### config.mk
export PLATFORM = sky130hd
export DESIGN_NAME = clkgate_ctrl
export DESIGN_NICKNAME = d
export VERILOG_FILES = /design/src/rtl/clkgate_ctrl.sv
export SDC_FILE = /design/constraint.sdc
export NUM_CORES = 1
export LEC_CHECK = 0
export BUFFER_PORTS_ARGS = -buffer_cell sky130_fd_sc_hd__buf_2
export CAP_MARGIN = 20
export CORE_ASPECT_RATIO = 1.4
export CORE_UTILIZATION = 45
export DETAILED_ROUTE_END_ITERATION = 8
export GPL_TIMING_DRIVEN = 0
export HOLD_SLACK_MARGIN = 0.12
export PLACE_DENSITY_LB_ADDON = 0.12
export RECOVER_POWER = 100
export SYNTH_ARGS = -nofsm -noshare
export SYNTH_HDL_FRONTEND = slang
export SYNTH_SLANG_ARGS = --single-unit
export TNS_END_PERCENT = 50
### constraint.sdc
create_clock -name clk -period 2.63 [get_ports clk]
set_input_delay 0.526 -clock clk [delete_from_list [all_inputs] [get_ports clk]]
set_output_delay 0.526 -clock clk [all_outputs]
set_load 0.01 [all_outputs]
### src/rtl/clkgate_ctrl.sv
// ---------------------------------------------------------------------------
// clkgate_ctrl
//   Per-channel clock-gate sequencer. Each channel runs an OFF/WAKE/ON/IDLE
//   FSM. At most one channel may be in WAKE at any time, which limits inrush
//   current. Ties go to the lowest-index OFF channel that is requesting. A
//   channel leaving WAKE hands the slot over on the same edge.
//
// Parameters
//   N        number of gated-clock channels (1..32)
//   WAKE     cycles spent in WAKE before ack (1..255)
//   IW       width of idle_cfg and of each idle counter
//
// Ports
//   clk      single clock, rising edge
//   nreset   asynchronous active-low reset (release synchronised externally)
//   req      per-channel level request for a running clock
//   idle_cfg idle cycles tolerated before gating off (sampled every cycle)
//   te       test enable, forces every en high without touching state
//   en       per-channel gate enable (registered, OR te) for a latch-based ICG
//   ack      per-channel "clock stable and running" (registered)
//   busy     high while any channel is in WAKE
// ---------------------------------------------------------------------------
module clkgate_ctrl #(
   parameter int N    = 4,
   parameter int WAKE = 4,
   parameter int IW   = 8
) (
   input  logic          clk,
   input  logic          nreset,
   input  logic [N-1:0]  req,
   input  logic [IW-1:0] idle_cfg,
   input  logic          te,
   output logic [N-1:0]  en,
   output logic [N-1:0]  ack,
   output logic          busy
);

   typedef enum logic [1:0] {
      S_OFF  = 2'd0,
      S_WAKE = 2'd1,
      S_ON   = 2'd2,
      S_IDLE = 2'd3
   } state_e;

   localparam logic [7:0] WLAST = 8'(WAKE - 1);

   state_e        state_q [N];
   state_e        state_d [N];
   logic [7:0]    wcnt_q  [N];
   logic [7:0]    wcnt_d  [N];
   logic [IW-1:0] icnt_q  [N];
   logic [IW-1:0] icnt_d  [N];
   logic [N-1:0]  en_q;
   logic [N-1:0]  ack_q;

   logic [N-1:0]  in_wake;
   logic [N-1:0]  cand;
   logic [N-1:0]  grant;
   logic          wake_done;

   // WAKE slot arbitration. The slot counts as free when nobody holds it
   // or when the holder exits on this very edge.
   always_comb begin
      in_wake   = '0;
      cand      = '0;
      wake_done = 1'b0;
      for (int unsigned i = 0; i < N; i++) begin
         in_wake[i] = (state_q[i] == S_WAKE);
         cand[i]    = (state_q[i] == S_OFF) && req[i];
         if (in_wake[i] && (wcnt_q[i] == WLAST))
            wake_done = 1'b1;
      end
      busy = |in_wake;
      // Isolate the lowest set bit, so the lowest-index requester wins.
      grant = '0;
      if (!busy || wake_done)
         grant = cand & (~cand + N'(1));
   end

   // Per-channel next state and counters.
   always_comb begin
      for (int unsigned i = 0; i < N; i++) begin
         state_d[i] = state_q[i];
         wcnt_d[i]  = wcnt_q[i];
         icnt_d[i]  = icnt_q[i];
         unique case (state_q[i])
            S_OFF: begin
               if (grant[i]) begin
                  state_d[i] = S_WAKE;
                  wcnt_d[i]  = '0;
               end
            end
            S_WAKE: begin
               if (wcnt_q[i] == WLAST) begin
                  state_d[i] = req[i] ? S_ON : S_IDLE;
                  icnt_d[i]  = '0;
               end else begin
                  wcnt_d[i] = wcnt_q[i] + 8'd1;
               end
            end
            S_ON: begin
               if (!req[i]) begin
                  state_d[i] = S_IDLE;
                  icnt_d[i]  = '0;
               end
            end
            S_IDLE: begin
               if (req[i]) begin
                  state_d[i] = S_ON;
                  icnt_d[i]  = '0;
               end else if (icnt_q[i] >= idle_cfg) begin
                  // ">=" also covers idle_cfg being lowered below the count.
                  state_d[i] = S_OFF;
               end else if (icnt_q[i] != '1) begin
                  icnt_d[i] = icnt_q[i] + IW'(1);
               end
            end
            default: state_d[i] = S_OFF;
         endcase
      end
   end

   always_ff @(posedge clk or negedge nreset) begin
      if (!nreset) begin
         for (int unsigned i = 0; i < N; i++) begin
            state_q[i] <= S_OFF;
            wcnt_q[i]  <= '0;
            icnt_q[i]  <= '0;
         end
         en_q  <= '0;
         ack_q <= '0;
      end else begin
         for (int unsigned i = 0; i < N; i++) begin
            state_q[i] <= state_d[i];
            wcnt_q[i]  <= wcnt_d[i];
            icnt_q[i]  <= icnt_d[i];
            // Outputs are registered from the next state so they line up
            // with the state register.
            en_q[i]    <= (state_d[i] != S_OFF);
            ack_q[i]   <= (state_d[i] == S_ON) || (state_d[i] == S_IDLE);
         end
      end
   end

   assign en  = en_q | {N{te}};
   assign ack = ack_q;

endmodule

==> results of run 1 <==
## worst max-delay path by stage
stage                 endpoint  slack, ns  cells past startpoint
finish               wcnt_q[5]       0.19                      8
global route        state_q[0]       0.01                     10
CTS                  wcnt_q[0]       0.04                      8
detailed placement  icnt_q[25]      -0.15                     10
global placement    icnt_q[25]      -0.11                     10
floorplan           icnt_q[29]       0.34                      8
## cell type report
cell class | instances | share of cell area
multi-input combinational | 426 | 0.5202
sequential | 76 | 0.3405
clock buffer | 11 | 0.04346
tap | 141 | 0.03159
timing repair buffer | 25 | 0.02442
buffer | 18 | 0.01725
inverter | 24 | 0.01613
clock inverter | 5 | 0.006496
## what timing repair did
action	4_1_cts	5_1_grt
gates resized for setup	0	4
endpoints found under the setup margin	0	18
buffers inserted	0	2
## cell usage after synthesis, types with 16 or more instances
cell type,count
ha_1,40
and3_1,24
nand2b_1,16
nand2_1,46
nand3_1,27
a21oi_1,22
nor2_1,47
a31oi_1,16
inv_1,24
o21ai_0,22
nand4_1,16
dfrtp_1,76
a21o_1,21
## cells by family after synthesis
kind of cell             Yosys count  share of synthesized area
adder cells (fa/ha/maj)           40                     0.1003
multiplexers                       6                    0.01228
flip-flops                        76                     0.3810
XOR/XNOR                          24                    0.04212
buffers and inverters             43                    0.03811
AO/OA/AOI/OAI                    131                     0.1935
AND/OR/NAND/NOR                  225                     0.2326
## routing by layer
metal  global-route usage  wire length, um  vias to the layer above
met1               0.2498             4994                     2009
met4              0.07096              156                        0
met5                    0                0                        -
met3              0.03177              260                       14
li1                     -                -                     2061
met2               0.3699             5889                       61
## power breakdown
| group | internal (W) | switching [W] | leakage, nW |
|---|---|---|---|
| sequential | 0.00154 | 0.000422 | 0.920 |
| clock | 0.000666 | 0.000492 | 0.128 |
| combinational | 0.000722 | 0.000914 | 1.48 |
## metrics by stage
| stage | TNS [ns] | cells | cell area, um2 |
|---|---|---|---|
| finish | 0 | 726 | 5585 |
| global placement | -0.2432 | 708 | 5278 |
| floorplan | 0 | 545 | 4991 |
| CTS | 0 | 725 | 5587 |
| global route | 0 | 726 | 5585 |
| detailed placement | -0.5292 | 709 | 5308 |
## registers in the layout (all words and copies together) (netlist names)
name / count
ack: 3
state_q: 5
wcnt_q: 32
en_q: 4
icnt_q: 32
## worst max-delay path, stage by stage (launching register included)
cell and delay (ns):
dfrtp_1 0.34, buf_2 0.18, nor2b_1 0.14, or4_4 0.56, o2111a_2 0.17, a211oi_2 0.32, nor3b_2 0.31, clkbuf_1 0.22
nor2_1 0.07
==> impl_results.md, run 1 <==
* Synthesized cell area at 4991 um2
* Clk sinks at 76
* Largest net degree at the start of global routing at 45
* Worst-path clk slew at 0.06 ns
* Number of synthesized flops with an enable pin at 0
* Global-route wire length before repair at 19050 um
* Num CTS Buffers at 9
* Top-Level Pins at 24
* Setup CP Type: reg -> reg
* Core footprint at 10810 um2
* Yosys cell types at 61
* Via density at 5.709
* Unrepaired setup endpoints after global routing: false
* DR pass1 iterations at 4
* Worst Path Max Fanout at 9
* Total Power at 0.004753 W
* Max-cap viol count at 1
* Fmax at 0.4103 GHz
* Skew-Pair Late Insertion Delay at 0.34 ns
* P_leak at 2.524 nW
* Top cell type's share of synthesized area at 0.3810
* Slew Viols, Final at 33
* Gp weighted congestion at 0.7804
* Final setup viols at 0
* DIE AREA at 11520 um2
* Worst clock skew at 0.01043 ns
* DR vias at 4145
* Fin nets at 635
* Post-layout min period at 2.437 ns
* Min Hold Slack at 0.4621 ns
* Seq/Total Area, Yosys at 0.3810
* Worst r2r src: ack[0]
* CP Launch Point: ack[0]
* Final Hold Fails at 0
* Tot GR Track Use at 0.2060
* Die height at 126.6 um
* Ys flop type: dfrtp_1
* Synth-to-layout area growth at 11.91%
* Yosys warns at 0
* Most frequent cells in the layout: dfrtp_1 (76), nor2_1 (46), nand2_1 (46)
* Failing checks: max-capacitance violations, max-slew violations
* Clock tree root buffer cell: clkbuf_16
* CP arrival at 2.65 ns
* Count of mapped cells out of synthesis at 545
* Crit path launch type: flip-flop
* Status: finished, violations left
* Fillers at 1043
* Routed Antenna Nets at 0
* Synth area leader: dfrtp_1
* CTS tree: built
* H-tree depth at 3
* Multi-input gate area at 2905 um2
* Peak supply drop at 0.0005016 V
* Hold_sp: req[0]
* Storage cell area at 1902 um2
* FF-to-FF End: wcnt_q[5]
* Quantity of hold-fixing buffers added after cts at 0
* Crit share post-route at 0.9267
* Initial Util at 0.4617
* Critical Path RT at 2.85 ns
* PortBufs at 22
* Detailed Route Iter0 Violations at 150
* Ratio of cells with drive above 1 in the final layout at 0.1009
* Hold depth at 2
* Rows at 45
* Slew HR at -0.2679
* CTS Buffer Depth at 2
* Initial antenna violation count at 0
* Worst-Margin Slew at 1.902 ns
* CP endpoint kind: flip-flop
* HP Class: in -> reg
* Overflow left after global routing at 0
* Top area cells in the synthesized netlist: dfrtp_1 (38%), ha_1 (10%), nor2_1 (3.5%)
* Pre-CTS setup slack at -0.1530 ns
* DRC at 0
* Post-Route WL at 11300 um
* Final HPWL DP at 8383 um
* Register-to-register setup slack at 0.19 ns
* Die Wd at 91.01 um
* #FFs+latches synth at 76
* Hold Crit Endpoint: state_q[6]
* Final Util at 0.5167
* Syn_nets at 600
* Final worst slack at 0.1929 ns
* Vias in the first global route at 4033
* Mean area per synthesized cell at 9.158 um2
* Power per cell area at 851.0 nW/um2
* N_diodes at 0
* Most common cell after layout, fill and taps aside: dfrtp_1
* Asr flop ratio synth at 1.000
* WL/cell at 15.57 um
* R2R depth at 8
(Power assumes the default switching activity.)
==> run 2, diff against run 1 <==
CELL_PAD_IN_SITES_DETAIL_PLACEMENT = 1   (was default)
CELL_PAD_IN_SITES_GLOBAL_PLACEMENT = 1   (was default)
==> impl_results.md, run 2 (synthesized netlist as in run 1, its figures left out) <==
* Die height at 126.6 um (unchanged)
* Via density at 5.890 (+3.2%)
* Final worst slack at 0.08018 ns (-0.1127 ns)
* Critical path buffers and inverters at 2 (unchanged)
* Initial Util at 0.4617 (unchanged)
* DR vias at 4282 (+3.3%)
* Overflow left after global routing at 0 (unchanged)
* Synth-to-layout area growth at 11.51%
* Status: finished, violations left
* Unrepaired setup endpoints after global routing: true
* Final setup viols at 0 (unchanged)
* Worst-Margin Slew at 1.999 ns (+0.09720 ns)
* Final Hold Fails at 0 (unchanged)
* Initial antenna violation count at 0 (unchanged)
* Detailed Route Iter0 Violations at 155 (+3.3%)
* DR pass1 iterations at 4 (unchanged)
* HP Class: in -> reg
* DIE AREA at 11520 um2 (unchanged)
* Rows at 45 (unchanged)
* Min Hold Slack at 0.4584 ns (-0.003786 ns)
* DRC at 0 (unchanged)
* CP max stage delay at 0.40 ns (-0.16 ns)
* Global-route wire length before repair at 21420 um (+12%)
* Slew HR at -0.3327 (-0.06480)
* Quantity of hold-fixing buffers added after cts at 0 (unchanged)
* Worst clock skew at 0.009003 ns (-0.001431 ns)
* Top-Level Pins at 24 (unchanged)
* WL/cell at 16.80 um (+7.9%)
* Worst Path Max Fanout at 10 (+1)
* Pre-CTS setup slack at -0.1541 ns (-0.001115 ns)
* Failing checks: max-capacitance violations, max-slew violations
* CTS Buffer Depth at 2 (unchanged)
* CP arrival at 2.79 ns (+0.14 ns)
* CP endpoint kind: flip-flop
* Post-layout min period at 2.550 ns (+0.1127 ns)
* Critical Path RT at 2.87 ns (+0.02 ns)
* Tot GR Track Use at 0.2320 (+0.02604)
* Clock tree root buffer cell: clkbuf_16
* Final HPWL DP at 9288 um (+11%)
* Setup CP Type: reg -> reg
* P_leak at 2.536 nW (+0.47%)
* Gp weighted congestion at 0.7848 (+0.56%)
* Power per cell area at 861.0 nW/um2 (+1.2%)
* Biggest regs: icnt_q: 32 flops, wcnt_q: 32 flops, state_q: 5 flops
* H-tree depth at 3 (unchanged)
* Ratio of cells with drive above 1 in the final layout at 0.09898 (-0.001879)
* Post-Route WL at 12210 um (+8.1%)
* Core footprint at 10810 um2 (unchanged)
* Crit path launch type: flip-flop
* Crit share post-route at 0.9695 (+0.04286)
* Max-cap viol count at 1 (unchanged)
* Die Wd at 91.01 um (unchanged)
* Largest net degree at the start of global routing at 46 (+2.2%)
* Clk sinks at 76 (unchanged)
* Fmax at 0.3922 GHz (-4.4%)
* Slew Viols, Final at 32 (-3.0%)
* Worst path cell trace: inv_1 -> ha_1 -> nand2b_1 -> a21o_1 -> a21o_1 -> a21oi_1 -> o21a_1 -> clkbuf_1 -> o21ai_0 -> a32o_1
* Fin nets at 636 (+0.16%)
* Top cell family by delay on the critical path: compound AO/OA/AOI/OAI gates
* Skew-Pair Late Insertion Delay at 0.35 ns (about the same)
* Most frequent cells in the layout: dfrtp_1 (76), nor2_1 (47), nand2_1 (46)
* PortBufs at 22 (unchanged)
* Vias in the first global route at 4573 (+13%)
* CP max-delay cell: dfrtp_1
* Routed Antenna Nets at 0 (unchanged)
* Num CTS Buffers at 9 (unchanged)
* N_diodes at 0 (unchanged)
* Most used cell, CP: a21o_1
* CTS tree: built
* Peak supply drop at 0.0005640 V (+12%)
* Most common cell after layout, fill and taps aside: dfrtp_1
* Worst-path clk slew at 0.07 ns (about the same)
## run 2: repair_timing
action	in CTS	in global routing
resized for setup	0	3
hold endpoints to repair	0	0
endpoints found under the setup margin	0	13
setup buffers	0	2
## run 2: stage by stage
stage | utilization | area, um2 | instances | total power, W | TNS [ns]
after floorplan | - | 4991 | 545 | 0.003143 | 0
after global placement | 0.4882 | 5278 | 708 | 0.003527 | -0.3016
after detailed placement | 0.4910 | 5308 | 709 | 0.003646 | -0.9032
after CTS | 0.5172 | 5592 | 725 | 0.004879 | 0
after global routing | 0.5148 | 5565 | 727 | 0.005162 | -0.2807
final | 0.5148 | 5565 | 727 | 0.004791 | 0
## run 2: worst register-to-register path: cells and delay by family (launching register included)
family,cells,cell delay [ns]
compound gates,6,1.19
fa+ha+maj,1,0.27
flops,1,0.40
buf+inv,2,0.44
simple gates,1,0.14
## run 2: where the power goes
part / total (W) / leakage, nW / switching, W / internal, W
clock network: 0.00121 / 0.133 / 0.000556 / 0.000655
registers: 0.00196 / 0.920 / 0.000420 / 0.00154
logic: 0.00163 / 1.48 / 0.000908 / 0.000717
## run 2: path summary, 6_finish.rpt
check	start	endpoint	slack [ns]	depth (start not counted)
worst max-delay path	icnt_q[24]	icnt_q[25]	0.08	10
worst min-delay path	req[1]	state_q[4]	0.46	2
worst max register to register	icnt_q[24]	icnt_q[25]	0.08	10
worst min register to register	wcnt_q[0]	wcnt_q[0]	0.52	1
max in group asynchronous	nreset	icnt_q[5]	0.73	1
min in group asynchronous	nreset	icnt_q[25]	0.73	1
## run 2: per-layer routing
layer / up-vias / GRT usage / routed length [um]
met5: - / 0 / 0
met4: 0 / 0.08964 / 268
met3: 19 / 0.03717 / 232
met2: 42 / 0.4278 / 6540
met1: 2152 / 0.2670 / 5171
li1: 2069 / - / -
## run 2: area by class of cell
type,instances,area (um2)
sequential,76,1902
clock inverter,7,58.81
fill,1299,5245
clock buffer,9,225.2
tap,141,176.4
buffer,19,100.1
multi-input combinational,426,2872
timing repair buffer,25,141.4
inverter,24,90.09
==> run 3, diff against run 2 <==
CAP_MARGIN = 40   (was 20)
CORE_MARGIN = 1.5   (was default)
clock period = 2.9 ns   (was 2.63 ns; I/O delays follow)
==> impl_results.md, run 3 (synthesized netlist as in run 1, its figures left out) <==
* P_leak at 2.553 nW (+0.70%)
* HP Class: in -> reg
* Largest net degree at the start of global routing at 52 (+13%)
* Rows at 45 (unchanged)
* Worst-path clk slew at 0.06 ns (about the same)
* Vias in the first global route at 4510 (-1.4%)
* Fillers at 1279 (-1.5%)
* Synth-to-layout area growth at 12.56%
* Storage cell area at 1902 um2 (unchanged)
* Final Util at 0.5197 (+0.004861)
* Crit path launch type: flip-flop
* CP Launch Point: ack[0]
* Placed Cells at 709 (unchanged)
* Setup repair bufs after CTS at 0 (unchanged)
* CTS Buffer Depth at 2 (unchanged)
* Final HPWL DP at 9155 um (-1.4%)
* Core footprint at 10810 um2 (unchanged)
* Clock power share at 0.291 (+0.038)
* Biggest regs: icnt_q: 32 flops, wcnt_q: 32 flops, state_q: 5 flops
* Crit share post-route at 0.9032 (-0.06628)
* DIE AREA at 11740 um2 (+1.9%)
* N_diodes at 0 (unchanged)
* Top-Level Pins at 24 (unchanged)
* Fin cells at 725 (-0.28%)
* Global-route wire length before repair at 21180 um (-1.2%)
* Initial Util at 0.4617 (unchanged)
* Post-cts sizing count at 0 (unchanged)
* Worst r2r src: ack[0]
* Register-to-register setup slack at 0.28 ns (+0.20 ns)
* Worst setup path end: wcnt_q[14]
* Overflow left after global routing at 0 (unchanged)
* Worst clock skew at 0.009363 ns (+0.0003601 ns)
* Post-Route WL at 12460 um (+2.0%)
* DRC at 0 (unchanged)
* Ratio of cells with drive above 1 in the final layout at 0.09075 (-0.008223)
* Via density at 5.830 (-1.0%)
* Clock tree root buffer cell: clkbuf_16
* Clk sinks at 76 (unchanged)
* Num CTS Buffers at 9 (unchanged)
* FF-to-FF End: wcnt_q[14]
* CP arrival at 2.83 ns (+0.04 ns)
* H-tree depth at 3 (unchanged)
* WL/cell at 17.18 um (+2.3%)
* Failing checks: max-capacitance violations, max-slew violations
* Reg power frac at 0.387 (-0.021)
* Die height at 127.6 um (+0.79%)
* Quantity of hold-fixing buffers added after cts at 0 (unchanged)
* Worst Path Max Fanout at 9 (-1)
* Peak supply drop at 0.0004373 V (-22%)
* Comb power frac at 0.321 (-0.018)
* PortBufs at 22 (unchanged)
* Gp weighted congestion at 0.7935 (+1.1%)
* P_int at 0.002901 W (-0.25%)
* Power per cell area at 811.4 nW/um2 (-5.8%)
* Slew Viols, Final at 26 (-19%)
* Post-route setup TNS at 0 ns (unchanged)
* CTS tree: built
* Final setup viols at 0 (unchanged)
* Slew HR at -0.1097 (+0.2230)
* R2R depth at 8 (-2)
* Switching pwr at 0.001657 W (-12%)
* Skew-Pair Late Insertion Delay at 0.34 ns (about the same)
* CP endpoint kind: flip-flop
* Tot GR Track Use at 0.2234 (-0.008632)
* Fmax at 0.3818 GHz (-2.7%)
* Multi-input gate area at 2873 um2 (about the same)
* Setup CP Type: reg -> reg
* Unrepaired setup endpoints after global routing: false
* Worst-Margin Slew at 1.665 ns (-0.3345 ns)
* Fin nets at 634 (-0.31%)
* Routed Antenna Nets at 0 (unchanged)
* DR vias at 4227 (-1.3%)
* Detailed Route Iter0 Violations at 113 (-27%)
* Initial antenna violation count at 0 (unchanged)
* Final Hold Fails at 0 (unchanged)
* Status: finished, violations left
* Most frequent cells in the layout: dfrtp_1 (76), nor2_1 (47), nand2_1 (46)
* Max-cap viol count at 1 (unchanged)
* Die Wd at 92.01 um (+1.1%)
* Post-layout min period at 2.619 ns (+0.06957 ns)
* Most common cell after layout, fill and taps aside: dfrtp_1
* DR pass1 iterations at 5 (+1)
* Sw Ratio at 0.3636 (-0.02947)
* Critical Path RT at 3.11 ns (+0.24 ns)
* Total Power at 0.004558 W (-4.9%)
-- run 3: cell types whose count changed in the layout (fill, tap and decap cells not counted), sizes merged --
cell      previous run  this run
clkbuf              31        32
buf                 22        20
clkinvlp             2         1
bufinv               0         3
clkinv               1         2
inv                 28        24
-- run 3: worst min-delay path by stage --
stage,start,end,depth (start not counted)
4_1_cts,nreset,icnt_q[24],1
6_report,req[1],state_q[4],2
3_5_place_dp,wcnt_q[0],wcnt_q[0],1
2_1_floorplan,nreset,ack[0],0
5_1_grt,req[1],state_q[4],2
3_3_place_gp,wcnt_q[0],wcnt_q[0],1
-- run 3: per-layer routing --
metal | vias up | track usage | share of wire
met5 | - | 0 | 0
met4 | 0 | 0.07692 | 0.015
met3 | 18 | 0.03750 | 0.029
met2 | 52 | 0.4100 | 0.53
met1 | 2100 | 0.2600 | 0.42
li1 | 2057 | - | -
-- run 3: power by group through the flow --
stage / combinational [W] / clock [W] / sequential, W
final: 0.00147 / 0.00133 / 0.00177
after detailed placement: 0.00150 / 0 / 0.00178
after global placement: 0.00143 / 0 / 0.00177
after global routing: 0.00167 / 0.00139 / 0.00183
after CTS: 0.00153 / 0.00135 / 0.00177
after floorplan: 0.00116 / 0 / 0.00169
-- run 3: metrics by stage --
step                setup slack, ns  instance area, um2  hold slack, ns
CTS                          0.2739                5658          0.1788
detailed placement          0.06562                5308          0.5062
global route                0.07495                5618          0.5191
finish                       0.2806                5618          0.5088
floorplan                    0.5526                4991          0.2844
global placement             0.1221                5278          0.4924
-- run 3: worst max-delay path, cell delays in order (launching register included) --
cell	delay [ns]
dfrtp_1	0.34
buf_2	0.19
nor2b_1	0.14
or4_4	0.56
o2111a_1	0.17
a21bo_1	0.32
a2111oi_0	0.52
xnor2_1	0.20
nor2_2	0.04
-- run 3: cell type report --
class | count | area share
Timing Repair Buffer | 23 | 0.02272
Sequential cell | 76 | 0.3385
Clock buffer | 10 | 0.04254
Buffer | 19 | 0.01759
Clock inverter | 6 | 0.01982
Tap cell | 141 | 0.03140
Multi-Input combinational cell | 426 | 0.5114
Inverter | 24 | 0.01604
